File: src/rtl/core_mem_s_if.sv
`default_nettype none
// ============================================================================
//  Module      : core_mem_s_if
//  Description : Request/acknowledge bus between the memory-access stage and
//                the L1 data cache.
//  Ports       : master - the pipeline stage (issues req/we/addr/wdata/be,
//                         receives ack/rdata)
//                slave  - the L1D (receives the request, returns ack/rdata)
//  Revision    : 1.0 - initial release
// ============================================================================
interface core_mem_s_if;
    logic        mem_l1d_req_out;
    logic        mem_l1d_we_out;
    logic [31:0] mem_l1d_addr_out;
    logic [31:0] mem_l1d_wdata_out;
    logic [3:0]  mem_l1d_be_out;
    logic        mem_l1d_ack_in;
    logic [31:0] mem_l1d_rdata_in;

    modport master (
        output mem_l1d_req_out,
        output mem_l1d_we_out,
        output mem_l1d_addr_out,
        output mem_l1d_wdata_out,
        output mem_l1d_be_out,
        input  mem_l1d_ack_in,
        input  mem_l1d_rdata_in
    );

    modport slave (
        input  mem_l1d_req_out,
        input  mem_l1d_we_out,
        input  mem_l1d_addr_out,
        input  mem_l1d_wdata_out,
        input  mem_l1d_be_out,
        output mem_l1d_ack_in,
        output mem_l1d_rdata_in
    );
endinterface
`default_nettype wire

File: src/rtl/core_mem_s.sv
`default_nettype none
// ============================================================================
//  Module      : core_mem_s
//  Description : Memory-access pipeline stage. Converts load/store operations
//                into word-aligned L1D requests with byte enables, stalls the
//                upstream stages until the cache acknowledges, right-aligns
//                load data and registers the result into MEM/WB.
//  Ports       : clk, rst_n (async, active-low)
//                mem_*_in   - EX/MEM pipeline register fields
//                l1d        - L1D request bus (master side)
//                mem_stall_out, mem_misalign_out - pipeline control
//                wb_*_out   - MEM/WB pipeline register
//  Revision    : 1.0 - initial release
// ============================================================================
module core_mem_s (
    input  wire         clk,
    input  wire         rst_n,
    input  wire         mem_valid_in,
    input  wire         mem_load_in,
    input  wire         mem_store_in,
    input  wire  [1:0]  mem_size_in,
    input  wire  [31:0] mem_alu_result_in,
    input  wire  [31:0] mem_store_data_in,
    input  wire  [31:0] mem_pc_4_in,
    input  wire  [31:0] mem_sx_imm_in,
    input  wire  [2:0]  mem_sx_op_in,
    input  wire         mem_mux_in,
    input  wire         mem_we_reg_file_in,
    input  wire  [4:0]  mem_rd_in,
    core_mem_s_if.master l1d,
    output logic        mem_stall_out,
    output logic        mem_misalign_out,
    output logic [31:0] wb_alu_result_out,
    output logic [31:0] wb_mem_data_out,
    output logic [31:0] wb_pc_4_out,
    output logic [31:0] wb_sx_imm_out,
    output logic [2:0]  wb_sx_op_out,
    output logic        wb_mux_out,
    output logic        wb_we_reg_file_out,
    output logic [4:0]  wb_rd_out,
    output logic        wb_valid_out
);

    localparam logic [0:0] S_IDLE = 1'b0;
    localparam logic [0:0] S_WAIT = 1'b1;

    logic [0:0]  state_q, state_d;

    logic [1:0]  w_off;
    logic        w_is_mem;
    logic        w_misaligned;
    logic        w_acc;
    logic        w_req;
    logic        w_stall;
    logic [3:0]  w_be;
    logic [31:0] w_wdata;
    logic [31:0] w_load_data;
    logic [31:0] w_wb_mem_data;

    logic [31:0] alu_q, mem_data_q, pc_4_q, sx_imm_q;
    logic [2:0]  sx_op_q;
    logic        mux_q, we_q, valid_q, misalign_q;
    logic [4:0]  rd_q;

    // ------------------------------------------------------------------
    // Access decode
    // ------------------------------------------------------------------
    assign w_off    = mem_alu_result_in[1:0];
    assign w_is_mem = mem_valid_in & (mem_load_in | mem_store_in);

    // Size 11 is treated as a word, hence the test on size[1] only.
    assign w_misaligned = w_is_mem &
                          (((mem_size_in == 2'b01) & w_off[0]) |
                           (mem_size_in[1] & (w_off != 2'b00)));
    assign w_acc        = w_is_mem & ~w_misaligned;

    always_comb begin
        w_be    = 4'b1111;
        w_wdata = mem_store_data_in;
        case (mem_size_in)
            2'b00: begin
                w_be    = 4'b0001 << w_off;
                w_wdata = {4{mem_store_data_in[7:0]}};
            end
            2'b01: begin
                w_be    = 4'b0011 << w_off;
                w_wdata = {2{mem_store_data_in[15:0]}};
            end
            default: begin
                w_be    = 4'b1111;
                w_wdata = mem_store_data_in;
            end
        endcase
    end

    // ------------------------------------------------------------------
    // Request FSM: state register
    // ------------------------------------------------------------------
    always_ff @(posedge clk or negedge rst_n) begin
        if (!rst_n) begin
            state_q <= S_IDLE;
        end else begin
            state_q <= state_d;
        end
    end

    // Request FSM: next state
    always_comb begin
        state_d = state_q;
        case (state_q)
            S_IDLE:  if (w_acc & ~l1d.mem_l1d_ack_in) state_d = S_WAIT;
            S_WAIT:  if (l1d.mem_l1d_ack_in)          state_d = S_IDLE;
            default: state_d = S_IDLE;
        endcase
    end

    // Request FSM: outputs. rst_n gates the request so an access in flight
    // is withdrawn the moment reset asserts, not at the next edge.
    always_comb begin
        w_req = 1'b0;
        case (state_q)
            S_IDLE:  w_req = w_acc;
            S_WAIT:  w_req = 1'b1;
            default: w_req = 1'b0;
        endcase
        w_req = w_req & rst_n;
    end

    assign w_stall = w_req & ~l1d.mem_l1d_ack_in;

    assign l1d.mem_l1d_req_out   = w_req;
    assign l1d.mem_l1d_we_out    = w_req & mem_store_in;
    assign l1d.mem_l1d_addr_out  = {mem_alu_result_in[31:2], 2'b00};
    assign l1d.mem_l1d_wdata_out = w_wdata;
    assign l1d.mem_l1d_be_out    = w_be;
    assign mem_stall_out         = w_stall;

    // ------------------------------------------------------------------
    // Load data alignment. A load that reaches the capture point unstalled
    // always has its ack in this cycle, so rdata is valid here.
    // ------------------------------------------------------------------
    assign w_load_data   = l1d.mem_l1d_rdata_in >> {w_off, 3'b000};
    assign w_wb_mem_data = (w_acc & mem_load_in) ? w_load_data : 32'd0;

    // ------------------------------------------------------------------
    // MEM/WB pipeline register
    // ------------------------------------------------------------------
    always_ff @(posedge clk or negedge rst_n) begin
        if (!rst_n) begin
            alu_q      <= 32'd0;
            mem_data_q <= 32'd0;
            pc_4_q     <= 32'd0;
            sx_imm_q   <= 32'd0;
            sx_op_q    <= 3'd0;
            mux_q      <= 1'b0;
            we_q       <= 1'b0;
            rd_q       <= 5'd0;
            valid_q    <= 1'b0;
            misalign_q <= 1'b0;
        end else begin
            misalign_q <= w_misaligned;
            if (!w_stall) begin
                alu_q      <= mem_alu_result_in;
                mem_data_q <= w_wb_mem_data;
                pc_4_q     <= mem_pc_4_in;
                sx_imm_q   <= mem_sx_imm_in;
                sx_op_q    <= mem_sx_op_in;
                mux_q      <= mem_mux_in;
                we_q       <= mem_we_reg_file_in & mem_valid_in & ~w_misaligned;
                rd_q       <= mem_rd_in;
                valid_q    <= mem_valid_in;
            end else begin
                // Bubble: other fields hold their last value.
                we_q    <= 1'b0;
                valid_q <= 1'b0;
            end
        end
    end

    assign wb_alu_result_out  = alu_q;
    assign wb_mem_data_out    = mem_data_q;
    assign wb_pc_4_out        = pc_4_q;
    assign wb_sx_imm_out      = sx_imm_q;
    assign wb_sx_op_out       = sx_op_q;
    assign wb_mux_out         = mux_q;
    assign wb_we_reg_file_out = we_q;
    assign wb_rd_out          = rd_q;
    assign wb_valid_out       = valid_q;
    assign mem_misalign_out   = misalign_q;

endmodule
`default_nettype wire

File: src/flat_wrapper.sv
// flat-port wrapper written by rule: the top's interface ports become plain ports
module core_mem_s_flat 
  (clk, rst_n, mem_valid_in, mem_load_in, mem_store_in, mem_size_in, mem_alu_result_in, mem_store_data_in, mem_pc_4_in, mem_sx_imm_in, mem_sx_op_in, mem_mux_in, mem_we_reg_file_in, mem_rd_in, mem_stall_out, mem_misalign_out, wb_alu_result_out, wb_mem_data_out, wb_pc_4_out, wb_sx_imm_out, wb_sx_op_out, wb_mux_out, wb_we_reg_file_out, wb_rd_out, wb_valid_out, l1d_mem_l1d_req_out, l1d_mem_l1d_we_out, l1d_mem_l1d_addr_out, l1d_mem_l1d_wdata_out, l1d_mem_l1d_be_out, l1d_mem_l1d_ack_in, l1d_mem_l1d_rdata_in);
  core_mem_s_if l1d_i ();
  input  wire clk;
  input  wire rst_n;
  input  wire mem_valid_in;
  input  wire mem_load_in;
  input  wire mem_store_in;
  input  wire  [1:0] mem_size_in;
  input  wire  [31:0] mem_alu_result_in;
  input  wire  [31:0] mem_store_data_in;
  input  wire  [31:0] mem_pc_4_in;
  input  wire  [31:0] mem_sx_imm_in;
  input  wire  [2:0] mem_sx_op_in;
  input  wire mem_mux_in;
  input  wire mem_we_reg_file_in;
  input  wire  [4:0] mem_rd_in;
  output logic mem_stall_out;
  output logic mem_misalign_out;
  output logic [31:0] wb_alu_result_out;
  output logic [31:0] wb_mem_data_out;
  output logic [31:0] wb_pc_4_out;
  output logic [31:0] wb_sx_imm_out;
  output logic [2:0] wb_sx_op_out;
  output logic wb_mux_out;
  output logic wb_we_reg_file_out;
  output logic [4:0] wb_rd_out;
  output logic wb_valid_out;
  output wire logic [$bits(l1d_i.mem_l1d_req_out)-1:0] l1d_mem_l1d_req_out;
  output wire logic [$bits(l1d_i.mem_l1d_we_out)-1:0] l1d_mem_l1d_we_out;
  output wire logic [$bits(l1d_i.mem_l1d_addr_out)-1:0] l1d_mem_l1d_addr_out;
  output wire logic [$bits(l1d_i.mem_l1d_wdata_out)-1:0] l1d_mem_l1d_wdata_out;
  output wire logic [$bits(l1d_i.mem_l1d_be_out)-1:0] l1d_mem_l1d_be_out;
  input wire logic [$bits(l1d_i.mem_l1d_ack_in)-1:0] l1d_mem_l1d_ack_in;
  input wire logic [$bits(l1d_i.mem_l1d_rdata_in)-1:0] l1d_mem_l1d_rdata_in;
  assign l1d_mem_l1d_req_out = l1d_i.mem_l1d_req_out;
  assign l1d_mem_l1d_we_out = l1d_i.mem_l1d_we_out;
  assign l1d_mem_l1d_addr_out = l1d_i.mem_l1d_addr_out;
  assign l1d_mem_l1d_wdata_out = l1d_i.mem_l1d_wdata_out;
  assign l1d_mem_l1d_be_out = l1d_i.mem_l1d_be_out;
  assign l1d_i.mem_l1d_ack_in = l1d_mem_l1d_ack_in;
  assign l1d_i.mem_l1d_rdata_in = l1d_mem_l1d_rdata_in;
  core_mem_s u_core (.clk(clk), .rst_n(rst_n), .mem_valid_in(mem_valid_in), .mem_load_in(mem_load_in), .mem_store_in(mem_store_in), .mem_size_in(mem_size_in), .mem_alu_result_in(mem_alu_result_in), .mem_store_data_in(mem_store_data_in), .mem_pc_4_in(mem_pc_4_in), .mem_sx_imm_in(mem_sx_imm_in), .mem_sx_op_in(mem_sx_op_in), .mem_mux_in(mem_mux_in), .mem_we_reg_file_in(mem_we_reg_file_in), .mem_rd_in(mem_rd_in), .l1d(l1d_i), .mem_stall_out(mem_stall_out), .mem_misalign_out(mem_misalign_out), .wb_alu_result_out(wb_alu_result_out), .wb_mem_data_out(wb_mem_data_out), .wb_pc_4_out(wb_pc_4_out), .wb_sx_imm_out(wb_sx_imm_out), .wb_sx_op_out(wb_sx_op_out), .wb_mux_out(wb_mux_out), .wb_we_reg_file_out(wb_we_reg_file_out), .wb_rd_out(wb_rd_out), .wb_valid_out(wb_valid_out));
endmodule
File: config.mk
export PLATFORM = sky130hd
export DESIGN_NAME = core_mem_s_flat
export DESIGN_NICKNAME = d
export VERILOG_FILES = /design/src/rtl/core_mem_s_if.sv /design/src/rtl/core_mem_s.sv /design/src/flat_wrapper.sv
export SDC_FILE = /design/constraint.sdc
export NUM_CORES = 1
export LEC_CHECK = 0
export ABC_AREA = 1
export CAP_MARGIN = 20
export CORE_AREA = 4 4 149 151
export CTS_BUF_LIST = sky130_fd_sc_hd__clkbuf_8
export CTS_CLUSTER_SIZE = 28
export DETAILED_ROUTE_END_ITERATION = 8
export DIE_AREA = 0 0 153 155
export PLACE_DENSITY = 0.84
export SYNTH_ARGS = -nofsm -noshare
export SYNTH_HDL_FRONTEND = slang
export SYNTH_SLANG_ARGS = --single-unit
File: constraint.sdc
create_clock -name clk -period 1.2 [get_ports clk]
set_input_delay 0.12 -clock clk [delete_from_list [all_inputs] [get_ports clk]]
set_output_delay 0.12 -clock clk [all_outputs]
set_load 0.01 [all_outputs]
* Word level (Yosys, flattened, before mapping)
Index checks and enable logic that the tools add are counted.
Word-level totals: register bits 141, input port bits 178, word-level logic and storage cells 43
Cells by class: equal/unequal tests 1, shift operators 3, muxes and demuxes 9, bitwise operators 17, reductions and logical operators 2
Operators by type and width (count):
- case mux 32 bit (2 select lines) | 1
- 2-to-1 mux 32 bit | 1
- right shift 32 x 5 -> 32 bit | 1
- bitwise AND 1 bit | 12
- case mux 4 bit (2 select lines) | 1
- 2-to-1 mux 1 bit | 4
- case mux 1 bit (2 select lines) | 2
- left shift 1 x 2 -> 4 bit, first input constant | 1
- left shift 2 x 2 -> 4 bit, first input constant | 1
- inverter 1 bit | 3
- equality test 2 x 1 -> 1 bit, second input constant | 1
- zero test 2 bit | 1
- OR 1 bit | 2
- nonzero test 2 bit | 1

* Longest topological paths before layout
depth after elaboration 10, depth in mapped cells 9

* Least setup slack after synthesis
OpenSTA, ideal clock, no wires.
kind input -> output, from in mem_alu_result_in[0], to out l1d_mem_l1d_req_out, arrival 1.141 ns, data required time 1.080 ns, setup slack -0.061 ns, cell stages on the path 8, path through buf_4 -> o21ai_2 -> nand3_1 -> nand2_2 -> buf_4 -> buf_2 -> inv_1 -> nor2_1
On the way: longest elaborated chain between the ends 8, elaborated cells on any way between the ends 9, those cells by class mux: 1; bitwise: 7; reduce/logical: 1
Ends and longest elaborated chain:
- start, declared | RTL line flat_wrapper.sv:11 | input wire [31:0] mem_alu_result_in;
- nonzero test 2 bit | RTL line core_mem_s.sv:74 | (mem_size_in[1] & (w_off != 2'b00)));
- bitwise AND 1 bit | RTL line core_mem_s.sv:74
- OR 1 bit (*) | RTL line core_mem_s.sv:73 | (((mem_size_in == 2'b01) & w_off[0]) |
- bitwise AND 1 bit (*) | RTL line core_mem_s.sv:72 | assign w_misaligned = w_is_mem &
- inverter 1 bit (*) | RTL line core_mem_s.sv:75 | assign w_acc = w_is_mem & ~w_misaligned;
- bitwise AND 1 bit (*) | RTL line core_mem_s.sv:75
- case mux 1 bit (2 select lines) (*) | RTL line core_mem_s.sv:121 | case (state_q)
- bitwise AND 1 bit (*) | RTL line core_mem_s.sv:126 | w_req = w_req & rst_n;
- end, declared | RTL line flat_wrapper.sv:30 | output wire logic [$bits(l1d_i.mem_l1d_req_out)-1:0] l1d_mem_l1d_req_out;
Mark *: on every way between the ends. The rest lies on a longest branch, timed or not.

* Final worst setup path
from reg u_core.state_q, to reg u_core.mem_data_q[20] (netlist: u_core.wb_mem_data_out[20])
On the way: longest elaborated chain between the ends 4
Ends and longest elaborated chain:
- start, declared | RTL line core_mem_s.sv:47 | logic [0:0] state_q, state_d;
- start signal, assigned | RTL line core_mem_s.sv:103 | state_q <= state_d;
- inverter 1 bit | RTL line core_mem_s.sv:121
- case mux 1 bit (2 select lines) (*) | RTL line core_mem_s.sv:121
- bitwise AND 1 bit (*) | RTL line core_mem_s.sv:126
- bitwise AND 1 bit (*) | RTL line core_mem_s.sv:129 | assign w_stall = w_req & ~l1d.mem_l1d_ack_in;
- end signal, assigned | RTL line core_mem_s.sv:164 | mem_data_q <= w_wb_mem_data;
- end, declared | RTL line core_mem_s.sv:60 | logic [31:0] alu_q, mem_data_q, pc_4_q, sx_imm_q;
Marked as above. A chain may end at the register's enable or synchronous reset.

==> Implementation_results.wiki <==
{| class="wikitable"
! Metric !! Value
|-
| Outcome || complete, but fails checks
|-
| Violations in the final reports || hold timing, setup timing
|-
| Fillcell total || 1717
|-
| Share of layout cells above drive strength 1 || 39.44%
|-
| Vias in the first global route || 8439
|-
| Non-Filler Cell Area, Final || 0.01302 mm^2
|-
| Overall power after layout || 13.50 mW
|-
| Net count, final || 1548
|-
| Largest cells by area after synthesis || dfrtp_1, nand2_1, nand4_1
|-
| Register-to-register setup slack || -0.21 ns
|-
| Post-Synthesis Cells || 926
|-
| Die span in y || 155 um
|-
| Timing-limited maximum frequency || 0.7072 GHz
|-
| Part of the total power dissipated in sequential elements || 39.0%
|-
| Maximum capacitance violations || 0
|-
| Average vias per placed instance || 5.186
|-
| Drc violations || 0
|-
| Beginning of the worst register-to-register path || u_core.state_q$_DFF_PN0_
|-
| Fin worst setup slack || -0.2141 ns
|-
| Site row count || 53
|-
| H-tree Lvls || 4
|-
| Area Overhead vs Synth || 80.80%
|-
| Area used by multi-input combinational logic || 0.003672 mm^2
|-
| Detail Route met3 WL || 2677 um
|-
| Distinct cell type count after synthesis || 22
|-
| Post-synth top area share || 48.99%
|-
| Final-layout worst hold slack || -0.5103 ns
|-
| Total length of routed wires || 31790 um
|-
| Maximum clock path buffer count || 2
|-
| Final critical path time including I/O delays and setup || 1.414 ns
|-
| Synthesized area per cell || 7.777 um^2
|-
| Register bit count reported by yosys || 141
|-
| P_sw || 4.159 mW
|-
| Max_slew headroom || 53.29%
|-
| RSZ-0062 raised after global routing || true
|-
| Pin count of the biggest net entering global routing || 69
|-
| Transition time at the pin with the least slew margin || 0.6984 ns
|-
| Critical path arrival || 1.79 ns
|-
| Kind of end point of the critical path || flop
|-
| Setup Crit Path Kind || flop to flop
|-
| Crit Path Max Fanout || 8
|-
| Clock buffer count from CTS || 17
|-
| Library cell with the largest summed area after synthesis || dfrtp_1
|-
| Number of search-and-repair iterations in the first detailed-routing pass || 5
|-
| Area after detailed placement || 0.01165 mm^2
|-
| Starting utilization of the core area || 34.59%
|-
| Proportion of power drawn by the clock network || 32.2%
|-
| Proportion of total power due to net switching || 30.80%
|-
| Final antenna diode count || 0
|-
| Leakage power || 6.582 nW
|-
| Highest metal layer used by the detailed router || met4
|-
| Hold Buf Count CTS || 5
|-
| Final design utilization || 62.53%
|-
| Clock Tree Root || clkbuf_8
|-
| Clock Skews || 0.006896 ns
|-
| Path category of the worst min-delay check || input pin to asynchronous set/reset pin
|-
| Number of buffer cells added on primary ports || 386
|-
| Combinational cell fraction of total power || 28.9%
|-
| Startpoint class of the critical path || flop
|-
| DP Worst Slack || -0.8097 ns
|-
| Final Wtd Congestion || 0.9543
|-
| Hold violation total from the final report || 94
|-
| Area of the mapped netlist || 0.007202 mm^2
|-
| Number of clock sinks seen by CTS || 141
|-
| Seq/Total Area, Yosys || 48.99%
|-
| Worst IR drop on VDD || 758.0 uV
|-
| Global-route wire length before repair || 45890 um
|-
| Drt initial violations || 431
|-
| M1 wire length || 12080 um
|-
| Warnings, synthesis || 0
|-
| Clk_lat worst skew || 0.44 ns
|-
| Top-level port count || 389
|-
| Clock transition at path regs || 0.09 ns
|-
| Die Wd || 153 um
|-
| DP HPWL || 20570 um
|-
| Remaining global-route overflow || 0
|-
| CORE AREA || 0.02082 mm^2
|-
| Global routing usage summed across all routing layers || 24.33%
|-
| Power Density || 1037 mW/mm^2
|-
| Post-route clock period utilization || 117.8%
|-
| Total Die Area || 0.02372 mm^2
|-
| Data required time at the worst endpoint || 1.57 ns
|-
| TritonCTS clock tree || done
|-
| Final setup violating endpoints || 141
|-
| CP Launch Point || u_core.state_q$_DFF_PN0_
|-
| Antenna violations before repair || 0
|-
| Number of max-slew violations in the final report || 0
|-
| Flip-flop and latch area || 0.003528 mm^2
|-
| Total Neg Setup Slack || -22.41 ns
|-
| Routed len/inst || 19.18 um
|-
| Final antenna-violating net count || 0
|-
| Internal power of the cells || 9.345 mW
|-
| Met2 Wirelength || 15940 um
|-
| Via count || 8594
|}
[through the flow]
stage,hold WS [ns],std cells
global route,-0.5569,1657
detailed placement,-0.05255,1561
global placement,-0.05154,1561
finish,-0.5103,1657
CTS,-0.5449,1643
floorplan,-0.1756,927
[routing by layer]
layer	track usage, %	vias up
met2	41.56	438
met5	0	-
met4	9.249	0
met3	6.732	71
li1	-	3911
met1	29.43	4174
[area by class of cell]
class                      instances  area share [%]
timing repair buffer             543           37.91
sequential                       141           27.10
tap                              275           2.642
inverter                          26          0.7879
clock inverter                    13           1.461
multi-input combinational        641           28.20
clock buffer                      18           1.903
[worst max-delay path: stages (launching register included)]
cell,delay [ns]
dfrtp_1,0.38
inv_2,0.07
nand2_4,0.06
buf_12,0.13
nand3_4,0.07
buf_8,0.15
buf_12,0.19
clkbuf_16,0.19
nand2_2,0.05
nand2_1,0.06
[synth_stat cells]
master	n
buf_4	45
inv_2	1
or2_2	8
conb_1	1
clkbuf_1	49
nand3_2	1
dfrtp_1	141
buf_2	16
a21oi_1	1
buf_6	9
o21ai_0	28
nand2_2	1
o21ai_2	1
nand4_1	138
o211ai_1	6
and3_1	1
a21boi_0	1
nor2_1	46
clkinv_1	1
inv_1	24
nand2_1	386
nand3_1	21
[repair_timing]
action / 4_1_cts / 5_1_grt
cloned: 10 / 9
setup buffers: 36 / 10
endpoints found under the setup margin: 346 / 175
pin swaps: 7 / 5
hold endpoints to repair: 142 / 95
resized for setup: 786 / 227
[sequential cells by signal, summed over array words and instances, names as in the netlist]
register	flops
u_core.mem_misalign_out	1
u_core.wb_pc_4_out	32
u_core.wb_mem_data_out	32
u_core.wb_valid_out	1
u_core.wb_sx_imm_out	32
u_core.wb_mux_out	1
u_core.state_q	1
u_core.wb_rd_out	5
u_core.wb_alu_result_out	32
u_core.wb_we_reg_file_out	1
u_core.wb_sx_op_out	3
[cell families (layout without fill, tap and decap cells)]
group	count (synthesis)	count (layout)	share of synthesized area [%]
AOI/OAI and AO/OA	37	37	2.866
buffers and inverters	145	600	11.12
DFF	141	141	48.99
other	1	2	0.05207
and+or+nand+nor	602	602	36.97
[power groups by stage]
stage          Combinational, mW  Sequential [mW]  Clock, mW
2_1_floorplan               1.14             5.49          0
3_3_place_gp                3.41             5.34          0
3_5_place_dp                3.46             5.35          0
4_1_cts                     3.53             5.25       4.41
5_1_grt                     4.17             5.30       4.64
6_report                    3.90             5.26       4.34
[path summary, 6_finish.rpt]
path,to,cells after the start
min in group clk,u_core.wb_sx_imm_out[12]$_DFFE_PN0N_,3
setup / recovery,u_core.wb_mem_data_out[20]$_DFFE_PN0N_,9
hold / removal,u_core.wb_sx_imm_out[12]$_DFFE_PN0N_,1
hold reg to reg,u_core.wb_alu_result_out[0]$_DFFE_PN0N_,2
max in group asynchronous,u_core.wb_sx_imm_out[22]$_DFFE_PN0N_,3
setup reg to reg,u_core.wb_mem_data_out[20]$_DFFE_PN0N_,9
[cells in the final DEF, fill, tap and decap left out, drive strengths merged]
master / n
o211ai: 6
bufinv: 4
clkbuf: 29
clkinvlp: 2
clkinv: 4
or2: 8
o21ai: 29
dlygate4sd2: 50
nand4: 138
a21boi: 1
nand3: 22
dlygate4sd3: 5
clkdlybuf4s50: 165
a21oi: 1
dlymetal6s2s: 3
inv: 29
dfrtp: 141
nor2: 46
and3: 1
conb: 2
clkdlybuf4s15: 3
nand2: 387
buf: 306
Note: power is estimated with default switching activity, not from simulation.
